==> config.mk <==
export PLATFORM = sky130hd
export DESIGN_NAME = shiftrows_col_feeder_flat
export DESIGN_NICKNAME = d
export VERILOG_FILES = /design/src/rtl/shiftrows_col_feeder_if.sv /design/src/rtl/shiftrows_col_feeder.sv /design/src/flat_wrapper.sv
export SDC_FILE = /design/constraint.sdc
export NUM_CORES = 1
export LEC_CHECK = 0
export ABC_CLOCK_PERIOD_IN_PS = 6450
export BUFFER_PORTS_ARGS = -buffer_cell sky130_fd_sc_hd__buf_2
export CAP_MARGIN = 20
export CORE_ASPECT_RATIO = 0.6
export CORE_MARGIN = 2
export CORE_UTILIZATION = 50
export DETAILED_ROUTE_END_ITERATION = 7
export PLACE_DENSITY = 0.77
export SYNTH_ARGS = -nofsm -noshare
export SYNTH_HDL_FRONTEND = slang
export SYNTH_SLANG_ARGS = --single-unit
==> constraint.sdc <==
create_clock -name clk -period 6.45 [get_ports clk]
set_input_delay 1.29 -clock clk [delete_from_list [all_inputs] [get_ports clk]]
set_output_delay 1.29 -clock clk [all_outputs]
set_load 0.1 [all_outputs]
==> src/rtl/shiftrows_col_feeder_if.sv <==
// Bus bundle for shiftrows_col_feeder: the 128-bit state input handshake
// plus the serialised per-column output toward the mix stage.
interface shiftrows_col_feeder_if;
  logic [127:0] in_state;
  logic         in_control;
  logic         in_valid;
  logic         in_ready;
  logic [7:0]   A;
  logic [7:0]   B;
  logic [7:0]   C;
  logic [7:0]   D;
  logic         control;
  logic         col_valid;
  logic         col_ready;
  logic [1:0]   col_idx;
  logic         col_last;

  modport master (
    input  in_state, in_control, in_valid, col_ready,
    output in_ready, A, B, C, D, control, col_valid, col_idx, col_last
  );

  modport slave (
    output in_state, in_control, in_valid, col_ready,
    input  in_ready, A, B, C, D, control, col_valid, col_idx, col_last
  );
endinterface

==> src/rtl/shiftrows_col_feeder.sv <==
// Applies (Inv)ShiftRows to a 128-bit AES state and streams it out as four
// handshaked 32-bit columns with the mode bit held alongside.
//
// state | meaning
// IDLE  | no state buffered, in_ready high
// SEND  | buffered state being emitted column by column
module shiftrows_col_feeder (
  input  logic                          clk,
  input  logic                          reset,
  shiftrows_col_feeder_if.master        bus
);

  typedef enum logic {IDLE, SEND} state_t;

  state_t       state_q, state_d;
  logic [127:0] buf_q, buf_d;
  logic [31:0]  col_q, col_d;
  logic [1:0]   idx_q, idx_d;
  logic         ctrl_q, ctrl_d;
  logic         valid_q, valid_d;
  logic         last_q, last_d;
  logic [127:0] shifted;
  logic         accept;

  // Byte k = s(k mod 4, k div 4) at [127-8k -: 8]; column offsets wrap mod 4.
  function automatic logic [127:0] shift_state(input logic [127:0] s, input logic enc);
    logic [127:0] o;
    logic [1:0]   src;
    o = '0;
    for (int c = 0; c < 4; c++) begin
      for (int r = 0; r < 4; r++) begin
        src = enc ? 2'(c + r) : 2'(c - r);
        o[127-8*(4*c+r) -: 8] = s[127-8*(4*int'(src)+r) -: 8];
      end
    end
    return o;
  endfunction

  function automatic logic [31:0] column_of(input logic [127:0] s, input logic [1:0] idx);
    return s[127-32*int'(idx) -: 32];
  endfunction

  assign shifted      = shift_state(bus.in_state, bus.in_control);
  assign bus.in_ready = ~reset & ((state_q == IDLE) |
                                  ((state_q == SEND) & last_q & bus.col_ready));
  assign accept       = bus.in_valid & bus.in_ready;

  always_comb begin
    state_d = state_q;
    buf_d   = buf_q;
    col_d   = col_q;
    idx_d   = idx_q;
    ctrl_d  = ctrl_q;
    valid_d = valid_q;
    last_d  = last_q;
    case (state_q)
      IDLE: begin
        if (accept) begin
          state_d = SEND;
          buf_d   = shifted;
          col_d   = column_of(shifted, 2'd0);
          idx_d   = 2'd0;
          ctrl_d  = bus.in_control;
          valid_d = 1'b1;
          last_d  = 1'b0;
        end
      end
      SEND: begin
        if (bus.col_ready) begin
          if (!last_q) begin
            idx_d  = idx_q + 2'd1;
            col_d  = column_of(buf_q, idx_q + 2'd1);
            last_d = (idx_q == 2'd2);
          end else if (accept) begin
            // back-to-back: next state's column 0 follows with no bubble
            buf_d   = shifted;
            col_d   = column_of(shifted, 2'd0);
            idx_d   = 2'd0;
            ctrl_d  = bus.in_control;
            valid_d = 1'b1;
            last_d  = 1'b0;
          end else begin
            state_d = IDLE;
            valid_d = 1'b0;
            last_d  = 1'b0;
            idx_d   = 2'd0;
          end
        end
      end
      default: state_d = IDLE;
    endcase
  end

  always_ff @(posedge clk) begin
    if (reset) begin
      state_q <= IDLE;
      buf_q   <= '0;
      col_q   <= '0;
      idx_q   <= '0;
      ctrl_q  <= 1'b0;
      valid_q <= 1'b0;
      last_q  <= 1'b0;
    end else begin
      state_q <= state_d;
      buf_q   <= buf_d;
      col_q   <= col_d;
      idx_q   <= idx_d;
      ctrl_q  <= ctrl_d;
      valid_q <= valid_d;
      last_q  <= last_d;
    end
  end

  assign bus.A         = col_q[31:24];
  assign bus.B         = col_q[23:16];
  assign bus.C         = col_q[15:8];
  assign bus.D         = col_q[7:0];
  assign bus.control   = ctrl_q;
  assign bus.col_valid = valid_q;
  assign bus.col_idx   = idx_q;
  assign bus.col_last  = last_q;

endmodule

==> src/flat_wrapper.sv <==
// flat-port wrapper written by rule: the top's interface ports become plain ports
module shiftrows_col_feeder_flat 
  (clk, reset, bus_in_state, bus_in_control, bus_in_valid, bus_col_ready, bus_in_ready, bus_A, bus_B, bus_C, bus_D, bus_control, bus_col_valid, bus_col_idx, bus_col_last);
  shiftrows_col_feeder_if bus_i ();
  input  logic clk;
  input  logic reset;
  input wire logic [$bits(bus_i.in_state)-1:0] bus_in_state;
  input wire logic [$bits(bus_i.in_control)-1:0] bus_in_control;
  input wire logic [$bits(bus_i.in_valid)-1:0] bus_in_valid;
  input wire logic [$bits(bus_i.col_ready)-1:0] bus_col_ready;
  output wire logic [$bits(bus_i.in_ready)-1:0] bus_in_ready;
  output wire logic [$bits(bus_i.A)-1:0] bus_A;
  output wire logic [$bits(bus_i.B)-1:0] bus_B;
  output wire logic [$bits(bus_i.C)-1:0] bus_C;
  output wire logic [$bits(bus_i.D)-1:0] bus_D;
  output wire logic [$bits(bus_i.control)-1:0] bus_control;
  output wire logic [$bits(bus_i.col_valid)-1:0] bus_col_valid;
  output wire logic [$bits(bus_i.col_idx)-1:0] bus_col_idx;
  output wire logic [$bits(bus_i.col_last)-1:0] bus_col_last;
  assign bus_i.in_state = bus_in_state;
  assign bus_i.in_control = bus_in_control;
  assign bus_i.in_valid = bus_in_valid;
  assign bus_i.col_ready = bus_col_ready;
  assign bus_in_ready = bus_i.in_ready;
  assign bus_A = bus_i.A;
  assign bus_B = bus_i.B;
  assign bus_C = bus_i.C;
  assign bus_D = bus_i.D;
  assign bus_control = bus_i.control;
  assign bus_col_valid = bus_i.col_valid;
  assign bus_col_idx = bus_i.col_idx;
  assign bus_col_last = bus_i.col_last;
  shiftrows_col_feeder u_core (.clk(clk), .reset(reset), .bus(bus_i));
endmodule
==> implementation parameters, run 1 <==
Parameter                              Value

Run status
  Result of the run    finished clean

Yosys
  Total standard cell area after synthesis    0.00780 mm^2
  Sequential element share of the synthesized area    0.426
  Cell type with the highest aggregate area in the netlist    sky130_fd_sc_hd__dfxtp_1
  Post-synth cell types    38
  Total of flip-flops plus latches after synthesis    166
  Cell types with the largest area share after synthesis    sky130_fd_sc_hd__dfxtp_1 (43%), sky130_fd_sc_hd__mux2i_1 (8.2%), sky130_fd_sc_hd__mux4_2 (8.1%), sky130_fd_sc_hd__a211oi_2 (7.5%), sky130_fd_sc_hd__nand2_1 (4.4%)
  Area share of the largest cell type after synthesis    0.426
  Average instance area after synthesis    10.2 um^2
  Number of nets in the synthesized netlist    895
  Cell count after synthesis    761
  Synth warn    0

Clock network
  Deepest clock path buffer count    2
  Clock-pin slew of the registers on the worst-case setup and hold paths    0.07 ns
  Count of instances resized after the clock tree is built    0
  Post-CTS setup buffer count    0
  Clock tree root driver cell    sky130_fd_sc_hd__clkbuf_16
  CTS Hold Buffers Added    0
  CTS tree    yes
  Num CTS Buffers    17
  CTS HTree Levels    4
  Total clock sinks    166
  Clk_lat worst skew    0.42 ns

Timing
  Part of the cycle the worst path needs    0.581
  Number of pins exceeding their max-slew limit in the final report    0
  Final hold slack    0.450 ns
  Worst-margin pin slew    1.07 ns
  Final period demand of the worst path    3.75 ns
  Number of hold-slack violations in the final timing report    0
  Highest Clock Rate    267 MHz
  Setup repair after global routing missed its margin    no
  Worst path setup slack after routing    2.70 ns
  Final number of setup-violating endpoints    0
  Worst clock skew    0.00775 ns
  Max-slew headroom at the worst pin    0.286
  Setup TNS Final    0 ns

Flow run
  Max-capacitance violation count    0

Placed design
  Post-DP HPWL    11800 um
  Gpl congestion    0.849
  Quantity of I/O buffers inserted on ports    170
  Post-placement worst setup slack    2.74 ns
  Cell count after placement    1072

Setup path
  Worst path arrival time    2.46 ns
  Data required time of the worst path    5.16 ns
  Kind of launch point of the worst setup path    input pin
  Peak fanout along the critical path    5
  Worst setup path category    in2out
  Endpoint type of the worst setup path    output pin
  FF-to-FF setup slack    4.12 ns

GRT
  Met2 routing resource usage after global routing    0.340
  All-Layer GR Usage    0.228
  Maximum number of pins on one net before global-route repair    123
  Number of antenna violations at the first check in global routing    0
  Global routing met3 resource utilization    0.0535
  Global Route met1 Usage    0.329
  Number of global-route vias before repair    5898
  Most Crowded Layer GR    met2
  Global route overflow    0
  Global-route wire length before repair    29400 um

Final layout
  Number of fill cells    1306
  Net count, final    1022
  Post-layout utilization of the core    0.596
  Layout cells sized above 1    0.346
  Syn-to-layout area delta    16.9%
  Final cell count without fillers    1104
  Antenna diode count    0

Routing
  Detailed Route Iter0 Violations    418
  Routed wirelength normalized by instance count    16.7 um
  # DRC    0
  First-pass iteration count of the detailed router    5
  Overall via count from detail_route    6115
  WL final    18400 um
  Routed via count divided by cell count    5.54
  Number of nets with antenna violations after detailed routing    0

Floorplanning
  Die area    0.0166 mm^2
  Area of the core region    0.0153 mm^2
  Number of top-level design ports    171
  Die extent in x    165 um
  Vertical die dimension    101 um
  Starting Density    0.510
  Core Rows    35

Power and ir drop
  Total leakage power    0.00367 uW
  Share of total power in combinational logic    0.185
  Power dissipated by switching net loads    840 uW
  Portion of total power attributed to sequential cells    0.424
  Power share of the clock group    0.391
  Internal power component    1850 uW
  VDD IR-drop max    141 uV
  Switching power as a share of total power    0.313
  Power density cells    295 mW/mm^2

Hold path
  Hold Path Class    reg2reg
==> registers in the layout, indices dropped and copies added, names as in the netlist <==
register	cells
u_core.buf_q	128
u_core.bus.col_idx	2
u_core.bus.col_last	1
u_core.bus.col_valid	1
u_core.bus.control	1
u_core.col_q	32
u_core.state_q	1
==> through the flow <==
step                      power [uW]  instance area (um^2)
after detailed placement        1650                  8510
after global placement          1650                  8510
final                           2690                  9110
after CTS                       2710                  9110
after global routing            2790                  9110
after floorplan                 1550                  7800
==> routing by layer <==
metal,vias up,share of wire
li1,2987,-
met1,2906,0.48
met2,208,0.44
met3,14,0.071
met4,0,0.0091
met5,-,0
==> power by group through the flow <==
stage / clock, uW / sequential [uW] / combinational [uW]
floorplan: 0 / 1300 / 245
global placement: 0 / 1160 / 489
detailed placement: 0 / 1160 / 496
CTS: 1070 / 1140 / 498
global route: 1110 / 1150 / 534
finish: 1050 / 1140 / 497
==> worst paths after layout <==
path                                             from           endpoint  cells after the start
worst max-delay path                    bus_col_ready       bus_in_ready                      5
worst min-delay path                u_core.buf_q[124]  u_core.buf_q[124]                      2
worst max register to register  u_core.bus.col_idx[0]   u_core.col_q[30]                      5
worst min register to register      u_core.buf_q[124]  u_core.buf_q[124]                      2
==> layout make-up <==
| cell class | count | area [um^2] | area share |
|---|---|---|---|
| Clock buffer | 17 | 425 | 0.0467 |
| Clock inverter | 15 | 180 | 0.0198 |
| Inverter | 2 | 7.51 | 0.000824 |
| Multi-Input combinational cell | 524 | 4000 | 0.439 |
| Sequential cell | 166 | 3320 | 0.365 |
| Tap cell | 203 | 254 | 0.0279 |
| Timing Repair Buffer | 177 | 925 | 0.101 |
==> cells in the mapped netlist, drive strengths merged <==
| cell type | instances |
|---|---|
| a2111oi | 4 |
| ha | 1 |
| a21oi | 34 |
| mux2i | 64 |
| mux4 | 28 |
| nand2 | 91 |
| o41ai | 4 |
| nand3b | 6 |
| or2 | 1 |
| a221oi | 4 |
| and2 | 4 |
| inv | 2 |
| nand2b | 48 |
| clkbuf | 17 |
| nor2 | 70 |
| buf | 52 |
| nor2b | 6 |
| o22ai | 12 |
| a32oi | 1 |
| or2b | 1 |
| o21ai | 45 |
| o221a | 16 |
| and4b | 1 |
| a21boi | 1 |
| a211oi | 53 |
| o21a | 17 |
| nor3 | 12 |
| dfxtp | 166 |
==> worst max-delay path: stages <==
cell and delay, ns:
sky130_fd_sc_hd__buf_2 0.14, sky130_fd_sc_hd__nand2b_1 0.24, sky130_fd_sc_hd__nand2b_1 0.20, sky130_fd_sc_hd__nor2_1 0.14, sky130_fd_sc_hd__buf_2 0.44
==> logic make-up after synthesis <==
family | synth area share
compound gates | 0.206
fa+ha+maj | 0.00160
buf+inv | 0.0616
flops | 0.426
mux | 0.163
simple gates | 0.142
==> cells in the final DEF (no fill, tap or decap), drive strengths merged <==
master	synthesis	layout
clkbuf	17	17
a21oi	34	34
mux2i	64	64
clkinvlp	0	3
o221a	16	16
nand2b	48	48
or2b	1	1
inv	2	11
o21a	17	17
nor3	12	12
a2111oi	4	4
o41ai	4	4
and4b	1	1
a211oi	53	53
o21ai	45	45
a221oi	4	4
mux4	28	28
a32oi	1	1
buf	52	177
nor2	70	70
nand3b	6	6
nor2b	6	6
bufinv	0	2
and2	4	4
or2	1	1
o22ai	12	12
dfxtp	166	166
a21boi	1	1
nand2	91	91
ha	1	1
clkinv	0	1
Note: power is estimated with default switching activity, not from simulation.
==> inputs of run 2 (changes only) <==
ABC_CLOCK_PERIOD_IN_PS = 3400   (was 6450)
CORE_UTILIZATION = 49   (was 50)
PLACE_DENSITY = 0.79   (was 0.77)
clock period = 3.4 ns   (was 6.45 ns; I/O delays follow)
==> run 2 against run 1 <==
Compared with the run above:
- combinational power increased by 90%
- worst hold slack improved by 0.00091 ns
- flip-flop and latch count unchanged
- final cell count about the same
- clock power increased by 88%
- core utilization decreased by 0.50 points
- non-clock buffer count increased by 2
- setup slack got worse by 1.9 ns
- register-to-register slack got worse by 2.9 ns
- first-iteration DRC count increased by 15%
==> implementation parameters, run 2 (synthesis gave the netlist of run 1 again) <==
Parameter                              Value

Setup path
  Peak fanout along the critical path    43
  Endpoint type of the worst setup path    output pin
  Worst path arrival time    1.89 ns
  CP cell instances    buf_4, buf_2
  Worst setup path category    reg2out
  Critical Path Slowest Stage Cell    sky130_fd_sc_hd__buf_4
  Kind of launch point of the worst setup path    flip-flop
  Data required time of the worst path    2.72 ns
  Max incr delay on CP    0.59 ns

Power and ir drop
  Internal power component    3510 uW
  Portion of total power attributed to sequential cells    0.426
  Share of total power in combinational logic    0.186
  Power density cells    555 mW/mm^2
  Total leakage power    0.00370 uW
  Sum of internal, switching and leakage power    5070 uW
  Power share of the clock group    0.388
  Switching power as a share of total power    0.307
  Power dissipated by switching net loads    1560 uW
  VDD IR-drop max    357 uV

Clock network
  Clock-pin slew of the registers on the worst-case setup and hold paths    0.07 ns
  Count of instances resized after the clock tree is built    0
  CTS HTree Levels    4
  Deepest clock path buffer count    2
  Total clock sinks    166
  Clk_lat worst skew    0.42 ns
  CTS tree    yes
  Clock tree root driver cell    sky130_fd_sc_hd__clkbuf_16
  Num CTS Buffers    17
  Post-CTS setup buffer count    0
  CTS Hold Buffers Added    0

Placed design
  Gpl congestion    0.805
  Quantity of I/O buffers inserted on ports    170
  Post-DP HPWL    11800 um

Floorplanning
  Die area    0.0170 mm^2
  Number of top-level design ports    171
  Core Rows    35
  Starting Density    0.504
  Area of the core region    0.0155 mm^2
  Die extent in x    167 um
  Vertical die dimension    102 um

Routing
  Number of nets with antenna violations after detailed routing    0
  First-pass iteration count of the detailed router    5
  WL final    18000 um
  Detailed Route Iter0 Violations    480
  Routed via count divided by cell count    5.51
  Routed wirelength normalized by instance count    16.3 um
  # DRC    0
  Overall via count from detail_route    6092

Final layout
  Net count, final    1024
  Commonest cells after routing, fill and taps aside    sky130_fd_sc_hd__buf_2 (168), sky130_fd_sc_hd__dfxtp_1 (165), sky130_fd_sc_hd__nand2_1 (91)
  Layout cells sized above 1    0.347
  Area taken by multi-input logic gates    0.00400 mm^2
  Antenna diode count    0
  Sequential Area    0.00332 mm^2
  Most flop-heavy register    u_core.buf_q
  Most common library cell in the layout ignoring fill and taps    sky130_fd_sc_hd__buf_2
  Post-layout utilization of the core    0.591
  Flip-flop count of the largest register, all copies and words added    128
  Syn-to-layout area delta    17.2%
  Number of fill cells    1315

Flow run
  Max-capacitance violation count    0

Timing
  Highest Clock Rate    389 MHz
  Part of the cycle the worst path needs    0.756
  Final period demand of the worst path    2.57 ns
  Worst-margin pin slew    0.910 ns
  Worst clock skew    0.0137 ns
  Setup TNS Final    0 ns
  Number of hold-slack violations in the final timing report    0
  Number of pins exceeding their max-slew limit in the final report    0
  Max-slew headroom at the worst pin    0.393
  Final number of setup-violating endpoints    0
  Setup repair after global routing missed its margin    no

GRT
  Global route overflow    0
  Number of antenna violations at the first check in global routing    0
  All-Layer GR Usage    0.218
  Global-route wire length before repair    29500 um
  Maximum number of pins on one net before global-route repair    166
  Number of global-route vias before repair    5700

Run status
  Result of the run    finished clean

Hold path
  Hold Path Class    reg2reg
[run 2: final timing paths]
path | startpoint | end | slack, ns | depth (start not counted)
hold / removal | u_core.buf_q[125] | u_core.buf_q[125] | 0.45 | 2
hold reg to reg | u_core.buf_q[125] | u_core.buf_q[125] | 0.45 | 2
setup / recovery | u_core.bus.col_idx[0] | bus_col_idx[0] | 0.83 | 2
setup reg to reg | u_core.bus.col_idx[0] | u_core.col_q[26] | 1.20 | 5
[run 2: cell type report]
class / count / area share
clock inverters: 13 / 0.0172
repair buffers: 179 / 0.105
multi-input cells: 524 / 0.437
inverters: 2 / 0.000821
well taps: 203 / 0.0278
clock buffers: 18 / 0.0480
flip-flops and latches: 166 / 0.364
[run 2: power by group through the flow]
stage	registers [uW]	clock network, uW	logic [uW]
6_report	2160	1970	943
3_3_place_gp	2200	0	929
5_1_grt	2180	2080	1010
4_1_cts	2160	2000	947
3_5_place_dp	2200	0	943
2_1_floorplan	2470	0	465
[run 2: critical path, delay by kind of cell, from the launching register on]
kind,cells,cell delay (ns)
flip-flops,1,0.32
buffers and inverters,2,1.15
[run 2: metrics by stage]
step / cell area, um^2 / instances / setup slack, ns / hold WS [ns]
after global placement: 8540 / 1074 / 0.898 / 0.437
final: 9140 / 1105 / 0.829 / 0.451
after global routing: 9140 / 1105 / 0.680 / 0.444
after floorplan: 7800 / 761 / 0.160 / 0.432
after CTS: 9140 / 1105 / 0.756 / 0.434
after detailed placement: 8540 / 1074 / 0.893 / 0.442
[run 2: metal layers]
metal / vias up / track usage / part of all wire
met4: 0 / 0.0438 / 0.0083
met2: 208 / 0.315 / 0.42
li1: 2998 / - / -
met5: - / 0 / 0
met3: 17 / 0.0594 / 0.074
met1: 2869 / 0.325 / 0.50
